File: config.mk
export PLATFORM = sky130hd
export DESIGN_NAME = rv_fetch
export DESIGN_NICKNAME = d
export VERILOG_FILES = /design/src/rtl/rv_fetch_pkg.sv /design/src/rtl/rv_fetch_fifo.sv /design/src/rtl/rv_fetch.sv
export SDC_FILE = /design/constraint.sdc
export NUM_CORES = 1
export LEC_CHECK = 0
export BUFFER_PORTS_ARGS = -buffer_cell sky130_fd_sc_hd__buf_2
export CORE_UTILIZATION = 50
export CTS_CLUSTER_DIAMETER = 150
export DETAILED_ROUTE_END_ITERATION = 7
export PLACE_DENSITY_LB_ADDON = 0.3
export SYNTH_ARGS = -nofsm -noshare
export SYNTH_HDL_FRONTEND = slang
export SYNTH_SLANG_ARGS = --single-unit
File: constraint.sdc
create_clock -name clk_i -period 14.3 [get_ports clk_i]
set_input_delay 1.43 -clock clk_i [delete_from_list [all_inputs] [get_ports clk_i]]
set_output_delay 1.43 -clock clk_i [all_outputs]
set_load 0.005 [all_outputs]
File: src/rtl/rv_fetch_pkg.sv
// Shared types and constants for the uRV fetch stage.
// URV_FETCH_BUFFER_EN selects the 2-deep response FIFO build (MAX_OUT = 2).
package rv_fetch_pkg;

  localparam logic [31:0] RV_NOP = 32'h0000_0013;

`ifdef URV_FETCH_BUFFER_EN
  localparam logic [2:0] MAX_OUT = 3'd2;
`else
  localparam logic [2:0] MAX_OUT = 3'd1;
`endif

  typedef enum logic {
    S_RESET = 1'b0,
    S_RUN   = 1'b1
  } fetch_state_t;

  typedef struct packed {
    logic [31:0] pc;
    logic [31:0] ir;
  } fetch_entry_t;

  function automatic logic [31:0] next_pc(input logic [31:0] pc);
    return pc + 32'd4;
  endfunction

endpackage

File: src/rtl/rv_fetch_fifo.sv
// Two-entry {pc,ir} FIFO between instruction memory and the fetch output register.
module rv_fetch_fifo
  import rv_fetch_pkg::*;
(
  input  logic         clk_i,
  input  logic         rst_n_i,
  input  logic         push,
  input  logic         pop,
  input  logic         flush,
  input  fetch_entry_t din,
  output fetch_entry_t dout,
  output logic         full,
  output logic         empty
);

  fetch_entry_t mem_q [2];
  logic         wr_ptr;
  logic         rd_ptr;
  logic [1:0]   cnt;
  logic         do_push;
  logic         do_pop;

  assign full    = (cnt == 2'd2);
  assign empty   = (cnt == 2'd0);
  assign do_push = push && !full;
  assign do_pop  = pop && !empty;
  assign dout    = mem_q[rd_ptr];

  always_ff @(posedge clk_i) begin
    if (!rst_n_i || flush) begin
      wr_ptr <= 1'b0;
      rd_ptr <= 1'b0;
      cnt    <= 2'd0;
    end else begin
      if (do_push) wr_ptr <= ~wr_ptr;
      if (do_pop)  rd_ptr <= ~rd_ptr;
      cnt <= cnt + {1'b0, do_push} - {1'b0, do_pop};
    end
  end

  always_ff @(posedge clk_i) begin
    if (do_push) mem_q[wr_ptr] <= din;
  end

endmodule

File: src/rtl/rv_fetch.sv
// uRV instruction fetch: PC generation, in-order imem reads, stall hold, redirect with stale-response drop.
// URV_FETCH_BUFFER_EN adds a 2-entry response FIFO; otherwise a single hold register covers stalls.
//   state   | meaning
//   S_RESET | waiting one cycle after reset release
//   S_RUN   | fetching
module rv_fetch
  import rv_fetch_pkg::*;
#(
  parameter logic [31:0] RESET_VECTOR = 32'h0000_0000
) (
  input  logic        clk_i,
  input  logic        rst_n_i,
  output logic [31:0] im_addr_o,
  output logic        im_rd_o,
  input  logic [31:0] im_data_i,
  input  logic        im_valid_i,
  input  logic        f_stall_i,
  input  logic        x_bra_i,
  input  logic [31:0] x_bra_target_i,
  output logic [31:0] f_ir_o,
  output logic [31:0] f_pc_o,
  output logic        f_valid_o
);

  fetch_state_t state;
  logic [31:0]  pc;
  logic [31:0]  resp_pc;
  logic [1:0]   out_cnt;
  logic [1:0]   drop_cnt;

  logic         bra;
  logic         resp_good;
  logic         resp_stale;
  logic         out_load;
  logic         issue;
  logic [1:0]   out_cnt_nxt;
  logic [1:0]   st_cnt_nxt;
  logic [2:0]   slots_used;
  logic [31:0]  fetch_pc;

  logic         st_push;
  logic         st_pop;
  logic         st_flush;
  logic         st_empty;
  logic [1:0]   st_cnt;
  fetch_entry_t st_head;
  fetch_entry_t resp_entry;

  logic         unused_tgt;
  assign unused_tgt = ^x_bra_target_i[1:0];

  assign resp_entry = '{pc: resp_pc, ir: im_data_i};

`ifdef URV_FETCH_BUFFER_EN
  logic st_full;

  rv_fetch_fifo u_fifo (
    .clk_i   (clk_i),
    .rst_n_i (rst_n_i),
    .push    (st_push),
    .pop     (st_pop),
    .flush   (st_flush),
    .din     (resp_entry),
    .dout    (st_head),
    .full    (st_full),
    .empty   (st_empty)
  );

  assign st_cnt = st_full ? 2'd2 : (st_empty ? 2'd0 : 2'd1);
`else
  logic         hold_valid;
  fetch_entry_t hold_q;

  always_ff @(posedge clk_i) begin
    if (!rst_n_i || st_flush) hold_valid <= 1'b0;
    else if (st_push)         hold_valid <= 1'b1;
    else if (st_pop)          hold_valid <= 1'b0;
  end

  always_ff @(posedge clk_i) begin
    if (st_push) hold_q <= resp_entry;
  end

  assign st_head  = hold_q;
  assign st_empty = !hold_valid;
  assign st_cnt   = {1'b0, hold_valid};
`endif

  // A response skips the buffer only when nothing older is waiting and decode can take it now.
  always_comb begin
    bra         = x_bra_i && (state == S_RUN);
    resp_good   = im_valid_i && (drop_cnt == 2'd0) && !bra;
    resp_stale  = im_valid_i && (drop_cnt != 2'd0);
    out_load    = !f_stall_i && !bra;
    st_flush    = bra;
    st_pop      = out_load && !st_empty;
    st_push     = resp_good && (f_stall_i || !st_empty);
    out_cnt_nxt = out_cnt + {1'b0, im_rd_o} - {1'b0, im_valid_i};
    st_cnt_nxt  = bra ? 2'd0 : (st_cnt + {1'b0, st_push} - {1'b0, st_pop});
    fetch_pc    = bra ? {x_bra_target_i[31:2], 2'b00} : pc;
    slots_used  = {1'b0, out_cnt_nxt} + {1'b0, st_cnt_nxt};
`ifdef URV_FETCH_BUFFER_EN
    issue       = (state == S_RUN) && (slots_used < MAX_OUT);
`else
    issue       = (state == S_RUN) && (slots_used < MAX_OUT) && !(f_stall_i && !bra);
`endif
  end

  always_ff @(posedge clk_i) begin
    if (!rst_n_i) begin
      state     <= S_RESET;
      pc        <= RESET_VECTOR;
      resp_pc   <= RESET_VECTOR;
      out_cnt   <= 2'd0;
      drop_cnt  <= 2'd0;
      im_rd_o   <= 1'b0;
      im_addr_o <= RESET_VECTOR;
      f_valid_o <= 1'b0;
      f_ir_o    <= RV_NOP;
      f_pc_o    <= RESET_VECTOR;
    end else begin
      case (state)
        S_RESET: begin
          state   <= S_RUN;
          pc      <= RESET_VECTOR;
          resp_pc <= RESET_VECTOR;
        end
        S_RUN: begin
          out_cnt <= out_cnt_nxt;
          im_rd_o <= issue;
          if (issue) im_addr_o <= fetch_pc;
          pc <= issue ? next_pc(fetch_pc) : fetch_pc;
          if (bra) begin
            drop_cnt  <= out_cnt_nxt;
            resp_pc   <= fetch_pc;
            f_valid_o <= 1'b0;
          end else begin
            if (resp_stale) drop_cnt <= drop_cnt - 2'd1;
            if (resp_good)  resp_pc  <= next_pc(resp_pc);
            if (out_load) begin
              if (!st_empty) begin
                f_valid_o <= 1'b1;
                f_pc_o    <= st_head.pc;
                f_ir_o    <= st_head.ir;
              end else if (resp_good) begin
                f_valid_o <= 1'b1;
                f_pc_o    <= resp_pc;
                f_ir_o    <= im_data_i;
              end else begin
                f_valid_o <= 1'b0;
              end
            end
          end
        end
        default: state <= S_RESET;
      endcase
    end
  end

endmodule

==> results by group, run 1 <==
Logic synthesis
  – Asr flop ratio synth: 0%
  – Most frequent cell after synthesis: nand2_1
  – Xor/xnor cell area share of the yosys netlist: 2.939%
  – Synth cell types: 66
  – Seq/Total Area, Yosys: 50.67%
  – Compound-Gate Fraction of Synth Area: 16.70%
  – Post-synth top flop: dfxtp_1
  – Mux cell area share after synthesis: 8.205%
  – Synth top area cells: dfxtp_1 32%, edfxtp_1 18%, o211a_1 8.4%, mux2i_1 7.8%, nand2_1 6.3%
  – Top post-synthesis cells by count: 175 x nand2_1, 168 x dfxtp_1, 88 x o211a_1
  – #FFs+latches synth: 232
  – YS warnings: 0
  – Post-synthesis simple-gate area fraction: 17.15%
  – Top-area cell type share of the netlist area: 32.25%
  – Avg Cell Area, Syn: 10.00 um2
  – Post-synthesis cell area: 0.01043 mm2
  – Syn Inst Count: 1043
  – Post-synth EDFFs: 64
  – Syn_nets: 1120
  – Area leader, netlist: dfxtp_1
  – Adder-Cell Fraction of Synth Area: 1.032%
  – Largest family of logic cells by synthesized area: simple AND/OR/NAND/NOR gates

Drt
  – Vias/cell: 5.802
  – Post-Route WL: 25.60 mm
  – Remaining DRCs: 0
  – DRT Pass-1 Iters: 5
  – Initial DRC Count: 620
  – Antenna viol nets, final: 0
  – Via count: 8459
  – Routed len/inst: 17.56 um

Pwr
  – Pwr dens: 126.7 mW/mm2
  – Max VDD drop: 0.1023 mV
  – Lkg Pwr: 5.619 nW
  – Total power draw: 1.544 mW

Worst setup path
  – Worst Setup EP: pc[25]
  – CP Launch Point: x_bra_i
  – Cell repeated most along the worst path: buf_4
  – Setup CP Type: in -> reg
  – Slowest cell delay on critical path: 0.74 ns
  – Worst setup EP type: flip-flop
  – Max Fanout on Critical Path: 66
  – Startpoint types: input pin
  – Worst EP required: 14.71 ns
  – Reg2reg start: state
  – CP Cell Sequence: buf_2, buf_4, and2_4, nor3_2, buf_4, ha_1, and2_1, ha_1, fa_1, nor3_2, and3_2, buf_4, nand3_1, nor3_1, a211oi_1, nand2b_1
  – FF-to-FF setup slack: 8.81 ns
  – Arr. time, crit path: 6.74 ns
  – R2R cell count: 15
  – Reg2reg end: pc[25]
  – Slowest-stage cell, CP: nor3_1

Clock tree
  – Sink Count: 232
  – CTS Hold Bufs: 0
  – CTS tree: built
  – Post-CTS setup buffers: 0
  – Maximum root-to-sink buffer count: 3
  – H-tree depth reported by CTS: 1
  – Clk slew on worst S/H paths: 0.06 ns
  – TritonCTS Buffers: 25
  – Post-cts sizing count: 0
  – Clock Tree Root: clkbuf_16
  – Clk Latency, worst-skew pair: 0.52 ns

Layout
  – Proportion of layout cells with a drive suffix above 1: 19.44%
  – Synth-to-Final Area Change: 16.82%
  – Antenna cell count: 0
  – Final Instance Area: 0.01218 mm2
  – Fin cells: 1458
  – Final-layout fill cell count: 1767
  – Layout Utilization: 59.83%
  – # nets final: 1246

Timing
  – RSZ-0062 raised after global routing: no
  – Relative slew slack: 29.48%
  – Clock skew: 0.009610 ns
  – Final WS setup: 7.969 ns
  – Final Max Tran Viols: 0
  – Setup-failing EPs final: 0
  – Fmax: 157.9 MHz
  – WHS: 0.4557 ns
  – Final Hold Vio Count: 0
  – Measured slew at the worst slew-check pin: 1.058 ns
  – Setup TNS: 0 ns
  – Final min period: 6.331 ns
  – Period utilization: 44.28%

Place
  – Dpl hpwl: 16.95 mm
  – Gp weighted congestion: 0.9080
  – Placed insts: 1412
  – PortBufs: 164
  – Pre-CTS setup slack: 7.478 ns
  – Placed Area: 0.01137 mm2

Floorplan
  – Die Y-Extent: 146.4 um
  – Full die area: 0.02144 mm2
  – # rows: 52
  – Core Region: 0.02036 mm2
  – Starting Density: 51.22%
  – IO Pins: 167
  – Die width: 146.4 um

Global route
  – First-pass GRT wire length: 41.43 mm
  – Grt ovf: 0
  – Pin count of the biggest net entering global routing: 112
  – Vias in the first global route: 7885
  – All-Layer GR Usage: 23.71%
  – Antenna violations before repair: 0

Min path
  – Hold/Removal Path Class: reg -> reg
  – Hold Startpoint: resp_pc[1]

Flow run
  – MaxCap Viol Count: 0

Status
  – Status: finished, final reports clean
state kept, by name, summed over array words and instances (netlist names):
register and flops:
im_rd_o 1, drop_cnt 2, f_valid_o 1, f_ir_o 32, im_addr_o 32, pc 32
f_pc_o 32, hold_q 64, state 1, resp_pc 32, out_cnt 2, hold_valid 1
layout make-up:
class	count	area (um2)	share of cell area, %
flip-flops and latches	232	5289	43.41
multi-input cells	727	4812	39.49
repair buffers	174	898.4	7.373
clock buffers	40	732.0	6.007
well taps	270	337.8	2.773
clock inverters	6	81.33	0.6675
inverters	9	33.78	0.2773
layer usage:
layer,GRT usage [%],routed length (um),vias to the layer above
met5,0,0,-
met4,7.813,578,0
met3,3.781,1851,41
met2,37.33,11480,348
met1,33.23,11690,4000
li1,-,-,4070
placed cells by master, fill, tap and decap left out, types with 3 or more instances in the layout:
cell / n
xor2_1: 17
and4_1: 3
nor2_1: 58
clkbuf_8: 5
o21ai_1: 9
and2_1: 4
inv_1: 8
mux2i_1: 81
o21ai_2: 3
buf_2: 163
o211a_1: 88
xnor2_1: 18
o21ai_0: 27
a31oi_1: 5
mux2_2: 4
nor4_1: 11
dfxtp_1: 167
a21o_1: 3
or3_1: 4
nand2_1: 175
and3_1: 18
a21boi_0: 16
clkbuf_1: 10
nor3_2: 4
a21oi_1: 34
edfxtp_1: 64
buf_4: 11
nand2b_1: 3
o211ai_1: 6
clkbuf_16: 25
a211oi_1: 5
nor3b_1: 5
a211o_1: 3
nand4_1: 33
nand3_1: 29
a32o_1: 3
nor2b_1: 4
ha_1: 7
nor3_1: 16
worst max-delay path: cells and delay by family:
kind / cells / cell delay, ns
buffers and inverters: 4 / 1.58
AOI/OAI and AO/OA: 1 / 0.15
and+or+nand+nor: 8 / 2.51
adders and majority gates: 3 / 0.99
worst min-delay path by stage:
stage,depth (start not counted),slack [ns],end
global route,0,0.46,hold_q[33]
finish,0,0.46,hold_q[33]
floorplan,0,0.41,hold_q[45]
global placement,0,0.44,hold_q[33]
CTS,0,0.46,hold_q[33]
detailed placement,0,0.45,hold_q[33]
where the power goes:
part           switching [mW]  total (mW)  leakage (nW)  internal (mW)
sequential             0.0214       0.737          1.95          0.716
clock                   0.249       0.634         0.396          0.385
combinational           0.102       0.172          3.27         0.0705
logic make-up (layout without fill, tap and decap cells):
kind of cell / after synthesis / in the layout
AO/OA/AOI/OAI: 221 / 221
XOR/XNOR: 35 / 35
adder cells (fa/ha/maj): 8 / 8
buffers and inverters: 84 / 229
flip-flops: 232 / 232
multiplexers: 85 / 85
AND/OR/NAND/NOR: 378 / 378
Note: power is estimated with default switching activity, not from simulation.
==> run 2: changes to the inputs <==
==> constraint.sdc (replaced) <==
create_clock -name clk_i -period 6.6 [get_ports clk_i]
set_input_delay 0.66 -clock clk_i [delete_from_list [all_inputs] [get_ports clk_i]]
set_output_delay 0.66 -clock clk_i [all_outputs]
set_load 0.005 [all_outputs]
==> run 2 against run 1 <==
Sequential power is 120% higher. Register-to-register slack lost 6.6 ns. First-iteration DRC count decreased by 12%. Sequential share of layout area grew 0.18 points. Clock skew is 0.00087 ns lower. Via count fell by 0.60%. Utilization shrank 0.25 points. Clock power up 110%. Non-clock buffer count did not move. Final cell count is essentially flat. Global-route usage up 0.32 points. Total power increased by 110%. Critical path type is now reg -> reg. Largest cell class unchanged.
==> results by group, run 2 (synthesis results as in run 1) <==
Pwr
  – Pwr dens: 269.7 mW/mm2 (+110%)
  – Max VDD drop: 0.2084 mV (+100%)
  – Clk pwr share: 39.7% (-1.4 points)
  – Total power draw: 3.272 mW (+110%)
  – Logic pwr share: 11.5% (+0.3 points)
  – Switching Fraction: 25.21% (+1.1 points)
  – NetSw: 0.8250 mW (+120%)
  – Int Pwr: 2.447 mW (+110%)
  – Lkg Pwr: 5.601 nW (-0.33%)
  – Sequential share of power: 48.8% (+1.0 points)

Clock tree
  – Sink Count: 232 (unchanged)
  – Maximum root-to-sink buffer count: 3 (unchanged)
  – TritonCTS Buffers: 25 (unchanged)
  – Clk slew on worst S/H paths: 0.06 ns (about the same)
  – Clock Tree Root: clkbuf_16
  – Post-cts sizing count: 0 (unchanged)
  – Clk Latency, worst-skew pair: 0.52 ns (about the same)
  – Post-CTS setup buffers: 0 (unchanged)
  – H-tree depth reported by CTS: 1 (unchanged)
  – CTS tree: built
  – CTS Hold Bufs: 0 (unchanged)

Layout
  – Max FFs per register: 64 (unchanged)
  – Antenna cell count: 0 (unchanged)
  – Synth-to-Final Area Change: 16.34%
  – Final-layout fill cell count: 1741 (-1.5%)
  – # nets final: 1246 (unchanged)
  – Proportion of layout cells with a drive suffix above 1: 19.88% (+0.44 points)
  – Top reg by flops: hold_q
  – Commonest non-fill, non-tap cell in the layout: nand2_1
  – Leading cell types in the layout, fill and taps excluded: 175 x nand2_1, 167 x dfxtp_1, 163 x buf_2, 88 x o211a_1, 81 x mux2i_1

Timing
  – Setup TNS: 0 ns (unchanged)
  – Period utilization: 66.45%
  – Final min period: 4.386 ns
  – WHS: 0.3355 ns (-0.1202 ns)
  – Measured slew at the worst slew-check pin: 0.8750 ns (-0.1828 ns)
  – Setup-failing EPs final: 0 (unchanged)
  – Clock skew: 0.008736 ns (-0.0008749 ns)
  – Relative slew slack: 41.67% (+12 points)
  – Fmax: 228.0 MHz
  – Final Max Tran Viols: 0 (unchanged)
  – Final Hold Vio Count: 0 (unchanged)
  – RSZ-0062 raised after global routing: no

Drt
  – Via count: 8408 (-0.60%)
  – Post-Route WL: 25.97 mm (+1.5%)
  – Routed len/inst: 17.83 um (+1.5%)
  – Vias/cell: 5.771 (-0.53%)
  – Initial DRC Count: 543 (-12%)
  – Antenna viol nets, final: 0 (unchanged)
  – Remaining DRCs: 0 (unchanged)
  – DRT Pass-1 Iters: 4 (-1)

Floorplan
  – Die width: 146.4 um (unchanged)
  – # rows: 52 (unchanged)
  – Starting Density: 51.22% (unchanged)
  – Core Region: 0.02036 mm2 (unchanged)
  – IO Pins: 167 (unchanged)
  – Die Y-Extent: 146.4 um (unchanged)
  – Full die area: 0.02144 mm2 (unchanged)

Min path
  – Hold/Removal Path Class: in -> reg

Global route
  – Antenna violations before repair: 0 (unchanged)
  – First-pass GRT wire length: 42.25 mm (+2.0%)
  – All-Layer GR Usage: 24.02% (+0.32 points)
  – Vias in the first global route: 8099 (+2.7%)
  – Grt ovf: 0 (unchanged)
  – Pin count of the biggest net entering global routing: 87 (-22%)

Worst setup path
  – Arr. time, crit path: 4.80 ns (-1.94 ns)
  – Startpoint types: flip-flop
  – Setup CP Type: reg -> reg
  – Max Fanout on Critical Path: 40 (-39%)
  – Worst EP required: 7.01 ns (-7.70 ns)
  – Worst setup EP type: flip-flop

Status
  – Status: finished, final reports clean

Place
  – Dpl hpwl: 17.11 mm (+0.96%)
  – PortBufs: 164 (unchanged)
  – Gp weighted congestion: 0.8879 (-2.2%)

Flow run
  – MaxCap Viol Count: 0 (unchanged)
## run 2: cell count changes in the layout (fill, tap and decap cells not counted), moves of 2 or more
cell / delta
clkinv_2: +9
clkbuf_8: -4
clkinvlp_4: +2
clkbuf_1: -6
## run 2: power by group through the flow
stage          Combinational [mW]  Sequential, mW  Clock (mW)
5_1_grt                     0.414            1.61        1.39
3_3_place_gp                0.367            1.62           0
3_5_place_dp                0.373            1.63           0
4_1_cts                     0.376            1.60        1.33
2_1_floorplan               0.240            1.62           0
6_report                    0.375            1.60        1.30
## run 2: routing by layer
layer | GRT usage [%] | part of all wire (%) | routed length, um | vias to the layer above
met5 | 0 | 0 | 0 | -
met2 | 37.67 | 44 | 11430 | 308
li1 | - | - | - | 4065
met1 | 33.10 | 47 | 12140 | 3984
met3 | 4.688 | 6.6 | 1706 | 51
met4 | 8.385 | 2.7 | 692 | 0
## run 2: per-stage QoR
stage	instance area, um2	setup WS (ns)	std cells	utilization (%)
3_5_place_dp	11380	2.262	1412	55.87
5_1_grt	12130	1.965	1457	59.58
6_report	12130	2.214	1457	59.58
4_1_cts	12130	2.288	1457	59.58
3_3_place_gp	11380	2.345	1412	55.87
2_1_floorplan	10440	0.6921	1043	-
## run 2: final timing paths
path	start	to	slack (ns)	depth (start not counted)
setup / recovery	state	pc[25]	2.21	13
hold / removal	im_data_i[0]	hold_q[0]	0.34	1
setup reg to reg	state	pc[25]	2.21	13
hold reg to reg	resp_pc[1]	hold_q[33]	0.46	0
## run 2: worst max-delay path, stage by stage, from the launching register on
cell and delay, ns:
dfxtp_1 0.30, buf_4 0.37, and2_4 0.55, o21a_1 0.21
ha_1 0.24, and2_1 0.15, ha_1 0.18, fa_1 0.45
nor3_2 0.19, and3_2 0.27, nand3_1 0.28, nor3_1 0.77
a211oi_1 0.14, nand2b_1 0.17
## run 2: cell type report
type	instances	area, um2	share of cell area (%)
Sequential cell	232	5289	43.59
Clock inverter	15	102.6	0.8455
Multi-Input combinational cell	727	4818	39.71
Timing Repair Buffer	174	898.4	7.404
Clock buffer	30	654.4	5.393
Tap cell	270	337.8	2.784
Inverter	9	33.78	0.2784
==> run 3: changes to the inputs <==
--- a/config.mk
+++ b/config.mk
@@ -5,6 +5,7 @@
 export SDC_FILE = /design/constraint.sdc
 export NUM_CORES = 1
 export LEC_CHECK = 0
+export ABC_AREA = 1
 export BUFFER_PORTS_ARGS = -buffer_cell sky130_fd_sc_hd__buf_2
 export CORE_UTILIZATION = 50
 export CTS_CLUSTER_DIAMETER = 150
==> constraint.sdc (replaced) <==
create_clock -name clk_i -period 3.8 [get_ports clk_i]
set_input_delay 0.38 -clock clk_i [delete_from_list [all_inputs] [get_ports clk_i]]
set_output_delay 0.38 -clock clk_i [all_outputs]
set_load 0.005 [all_outputs]
==> run 3 against run 2 <==
Sequential share of layout area down 0.17 points. Non-clock buffer count rose by 11. First-iteration DRC count increased by 32%. Worst hold slack worse by 0.29 ns. Utilization rose by 0.59 points. Worst setup slack worse by 1.9 ns. Fmax rose by 27%. Total power up 77%. Routed wire length rose by 4.2%. Critical endpoint is now pc[19]. Largest power group unchanged.
==> results by group, run 3 <==
Global route
  – Antenna violations before repair: 2 (+2)
  – Vias in the first global route: 8699 (+7.4%)
  – All-Layer GR Usage: 25.56% (+1.5 points)
  – Met1 Resource Use GR: 35.18% (+2.1 points)
  – Grt ovf: 0 (unchanged)
  – Pin count of the biggest net entering global routing: 96 (+10%)
  – Met3 GRT Util: 3.166% (-1.5 points)
  – Busiest grt layer: met2
  – First-pass GRT wire length: 44.27 mm (+4.8%)
  – GRT met2 Usage: 41.29% (+3.6 points)

Drt
  – Via count: 9342 (+11%)
  – Initial DRC Count: 718 (+32%)
  – Post-Route WL: 27.08 mm (+4.2%)
  – Antenna viol nets, final: 0 (unchanged)
  – Remaining DRCs: 0 (unchanged)
  – DRT Pass-1 Iters: 5 (+1)
  – Routed len/inst: 15.58 um (-13%)
  – Vias/cell: 5.375 (-6.9%)

Layout
  – Synth-to-Final Area Change: 17.81%
  – Commonest non-fill, non-tap cell in the layout: nand2_1
  – Layout Utilization: 60.17% (+0.59 points)
  – Leading cell types in the layout, fill and taps excluded: 374 x nand2_1, 167 x dfxtp_1, 164 x buf_2, 126 x o21ai_0, 114 x nor2_1
  – Top reg by flops: hold_q
  – Proportion of layout cells with a drive suffix above 1: 18.89% (-0.99 points)
  – # nets final: 1524 (+22%)
  – Fin cells: 1738 (+19%)
  – Max FFs per register: 64 (unchanged)

Worst setup path
  – Worst EP required: 4.25 ns (-2.76 ns)
  – FF-to-FF setup slack: 0.35 ns (-1.86 ns)
  – Max Fanout on Critical Path: 7 (-83%)
  – Buf+Inv Stages, Crit Path: 6 (+5)
  – Setup CP Type: reg -> reg
  – CP Cell Sequence: inv_1, ha_1, nand2_1, inv_1, o211ai_1, clkinvlp_4, ha_4, inv_1, nor2_1, ha_2, fa_1, inv_1, nand2_1, nor2_4, buf_4, nand2_4, nor2_4, nand3_2, nor2_4, nand3_1, a21oi_1
  – Cell repeated most along the worst path: inv_1
  – Arr. time, crit path: 3.89 ns (-0.91 ns)
  – Worst setup EP type: flip-flop
  – Crit path max-delay family: simple AND/OR/NAND/NOR gates
  – Reg2reg start: drop_cnt[0]
  – Startpoint types: flip-flop
  – R2R cell count: 21 (+8)
  – Reg2reg end: pc[19]
  – Slowest-stage cell, CP: fa_1
  – CP Launch Point: drop_cnt[0]
  – Slowest cell delay on critical path: 0.40 ns (-0.37 ns)

Place
  – Dpl hpwl: 18.34 mm (+7.2%)
  – Placed insts: 1687 (+19%)
  – Gp weighted congestion: 0.9093 (+2.4%)
  – PortBufs: 164 (unchanged)

Logic synthesis
  – Syn Inst Count: 1305 (+25%)
  – Largest family of logic cells by synthesized area: simple AND/OR/NAND/NOR gates
  – Area leader, netlist: dfxtp_1
  – Synth top area cells: dfxtp_1 33%, edfxtp_1 19%, nand2_1 14%, o21ai_0 6.2%, a31oi_1 5.3%
  – #FFs+latches synth: 232 (unchanged)
  – Most frequent cell after synthesis: nand2_1
  – Xor/xnor cell area share of the yosys netlist: 0.3390% (-2.6 points)
  – Post-synthesis cell area: 0.01033 mm2 (-0.91%)
  – Post-synthesis simple-gate area fraction: 24.85% (+7.7 points)
  – Adder-Cell Fraction of Synth Area: 1.041% (+0.0095 points)
  – Synth cell types: 37 (-44%)
  – Avg Cell Area, Syn: 7.919 um2 (-21%)
  – Post-synth EDFFs: 64 (unchanged)
  – Mux cell area share after synthesis: 0% (-8.2 points)
  – Top-area cell type share of the netlist area: 32.54% (+0.30 points)
  – YS warnings: 0 (unchanged)
  – Compound-Gate Fraction of Synth Area: 16.54% (-0.16 points)
  – Seq/Total Area, Yosys: 51.14% (+0.47 points)
  – Syn_nets: 1382 (+23%)
  – Top post-synthesis cells by count: 374 x nand2_1, 168 x dfxtp_1, 127 x o21ai_0
  – Asr flop ratio synth: 0% (unchanged)
  – Post-synth top flop: dfxtp_1

Timing
  – Setup TNS: 0 ns (unchanged)
  – RSZ-0062 raised after global routing: no
  – Measured slew at the worst slew-check pin: 0.8711 ns (-0.003903 ns)
  – Period utilization: 90.75% (+24 points)
  – Clock skew: 0.01212 ns (+0.003380 ns)
  – Relative slew slack: 41.93% (+0.26 points)
  – Fmax: 290.0 MHz (+27%)
  – WHS: 0.04733 ns (-0.2882 ns)
  – Final Max Tran Viols: 0 (unchanged)
  – Final min period: 3.448 ns (-0.9374 ns)
  – Final Hold Vio Count: 0 (unchanged)
  – Setup-failing EPs final: 0 (unchanged)

Pwr
  – Max VDD drop: 0.3063 mV (+47%)
  – Lkg Pwr: 4.843 nW (-14%)
  – Total power draw: 5.782 mW (+77%)
  – Pwr dens: 474.9 mW/mm2 (+76%)

Clock tree
  – CTS Hold Bufs: 0 (unchanged)
  – H-tree depth reported by CTS: 1 (unchanged)
  – Clock Tree Root: clkbuf_16
  – CTS tree: built
  – TritonCTS Buffers: 25 (unchanged)
  – Maximum root-to-sink buffer count: 3 (unchanged)
  – Sink Count: 232 (unchanged)
  – Clk Latency, worst-skew pair: 0.53 ns (about the same)
  – Clk slew on worst S/H paths: 0.06 ns (about the same)

Floorplan
  – Die width: 145.8 um (-0.45%)
  – Core Region: 0.02023 mm2 (-0.64%)
  – # rows: 52 (unchanged)
  – Full die area: 0.02125 mm2 (-0.90%)
  – Starting Density: 51.08% (-0.14 points)
  – IO Pins: 167 (unchanged)
  – Die Y-Extent: 145.8 um (-0.45%)

Min path
  – Hold/Removal Path Class: in -> reg
  – Hold Startpoint: im_data_i[11]
  – Hold Path Cell Cnt: 1 (unchanged)
  – Hold Path Sink: hold_q[11]

Flow run
  – MaxCap Viol Count: 0 (unchanged)

Status
  – Status: finished, final reports clean
[run 3: changes by cell type in the layout (fill, tap and decap cells not counted), moves of 18 or more]
| cell | previous run | this run |
|---|---|---|
| nor2_1 | 58 | 114 |
| o211a_1 | 88 | 0 |
| nand4_1 | 33 | 13 |
| nand3_1 | 29 | 52 |
| nand2_1 | 175 | 374 |
| a31oi_1 | 5 | 87 |
| mux2i_1 | 81 | 0 |
| and3_1 | 18 | 0 |
| inv_1 | 8 | 67 |
| o21ai_0 | 27 | 126 |
| a21oi_1 | 34 | 73 |
[run 3: metal layers]
metal / vias to the layer above / part of all wire, %
met5: - / 0
met4: 0 / 3.0
met3: 56 / 5.0
met2: 252 / 46
met1: 4309 / 46
li1: 4725 / -
[run 3: how the worst max path moves through the flow]
stage,to,slack (ns),depth (start not counted)
4_1_cts,pc[26],0.37,21
3_5_place_dp,pc[31],0.39,20
2_1_floorplan,pc[19],-0.40,22
5_1_grt,pc[22],0.09,22
6_report,pc[19],0.35,21
3_3_place_gp,pc[31],0.46,20
[run 3: report_power, final]
part	internal, mW	total, mW	switching (mW)
sequential	2.71	2.79	0.0831
combinational	0.240	0.656	0.416
clock	1.36	2.33	0.974
[run 3: cell families after synthesis]
family,count (synthesis)
AND/OR/NAND/NOR,607
AO/OA/AOI/OAI,309
flip-flops,232
buffers and inverters,145
adder cells (fa/ha/maj),8
XOR/XNOR,4
[run 3: area by class of cell]
type	count	area, um2
multi-input cells	928	4478
repair buffers	185	991.0
clock inverters	7	42.54
inverters	75	285.3
clock buffers	39	749.5
well taps	270	337.8
flip-flops and latches	232	5286
diodes	2	5.005
fillers	1855	8059
[run 3: timing repair]
item                       CTS  global route
buffers inserted             0             3
setup endpoints to repair    0             1
gates resized for setup      0             0
[run 3: through the flow]
stage | setup WS [ns] | cell area (um2)
4_1_cts | 0.3704 | 12150
3_5_place_dp | 0.3891 | 11360
6_report | 0.3516 | 12180
5_1_grt | 0.08923 | 12180
3_3_place_gp | 0.4602 | 11360
2_1_floorplan | -0.4029 | 10410
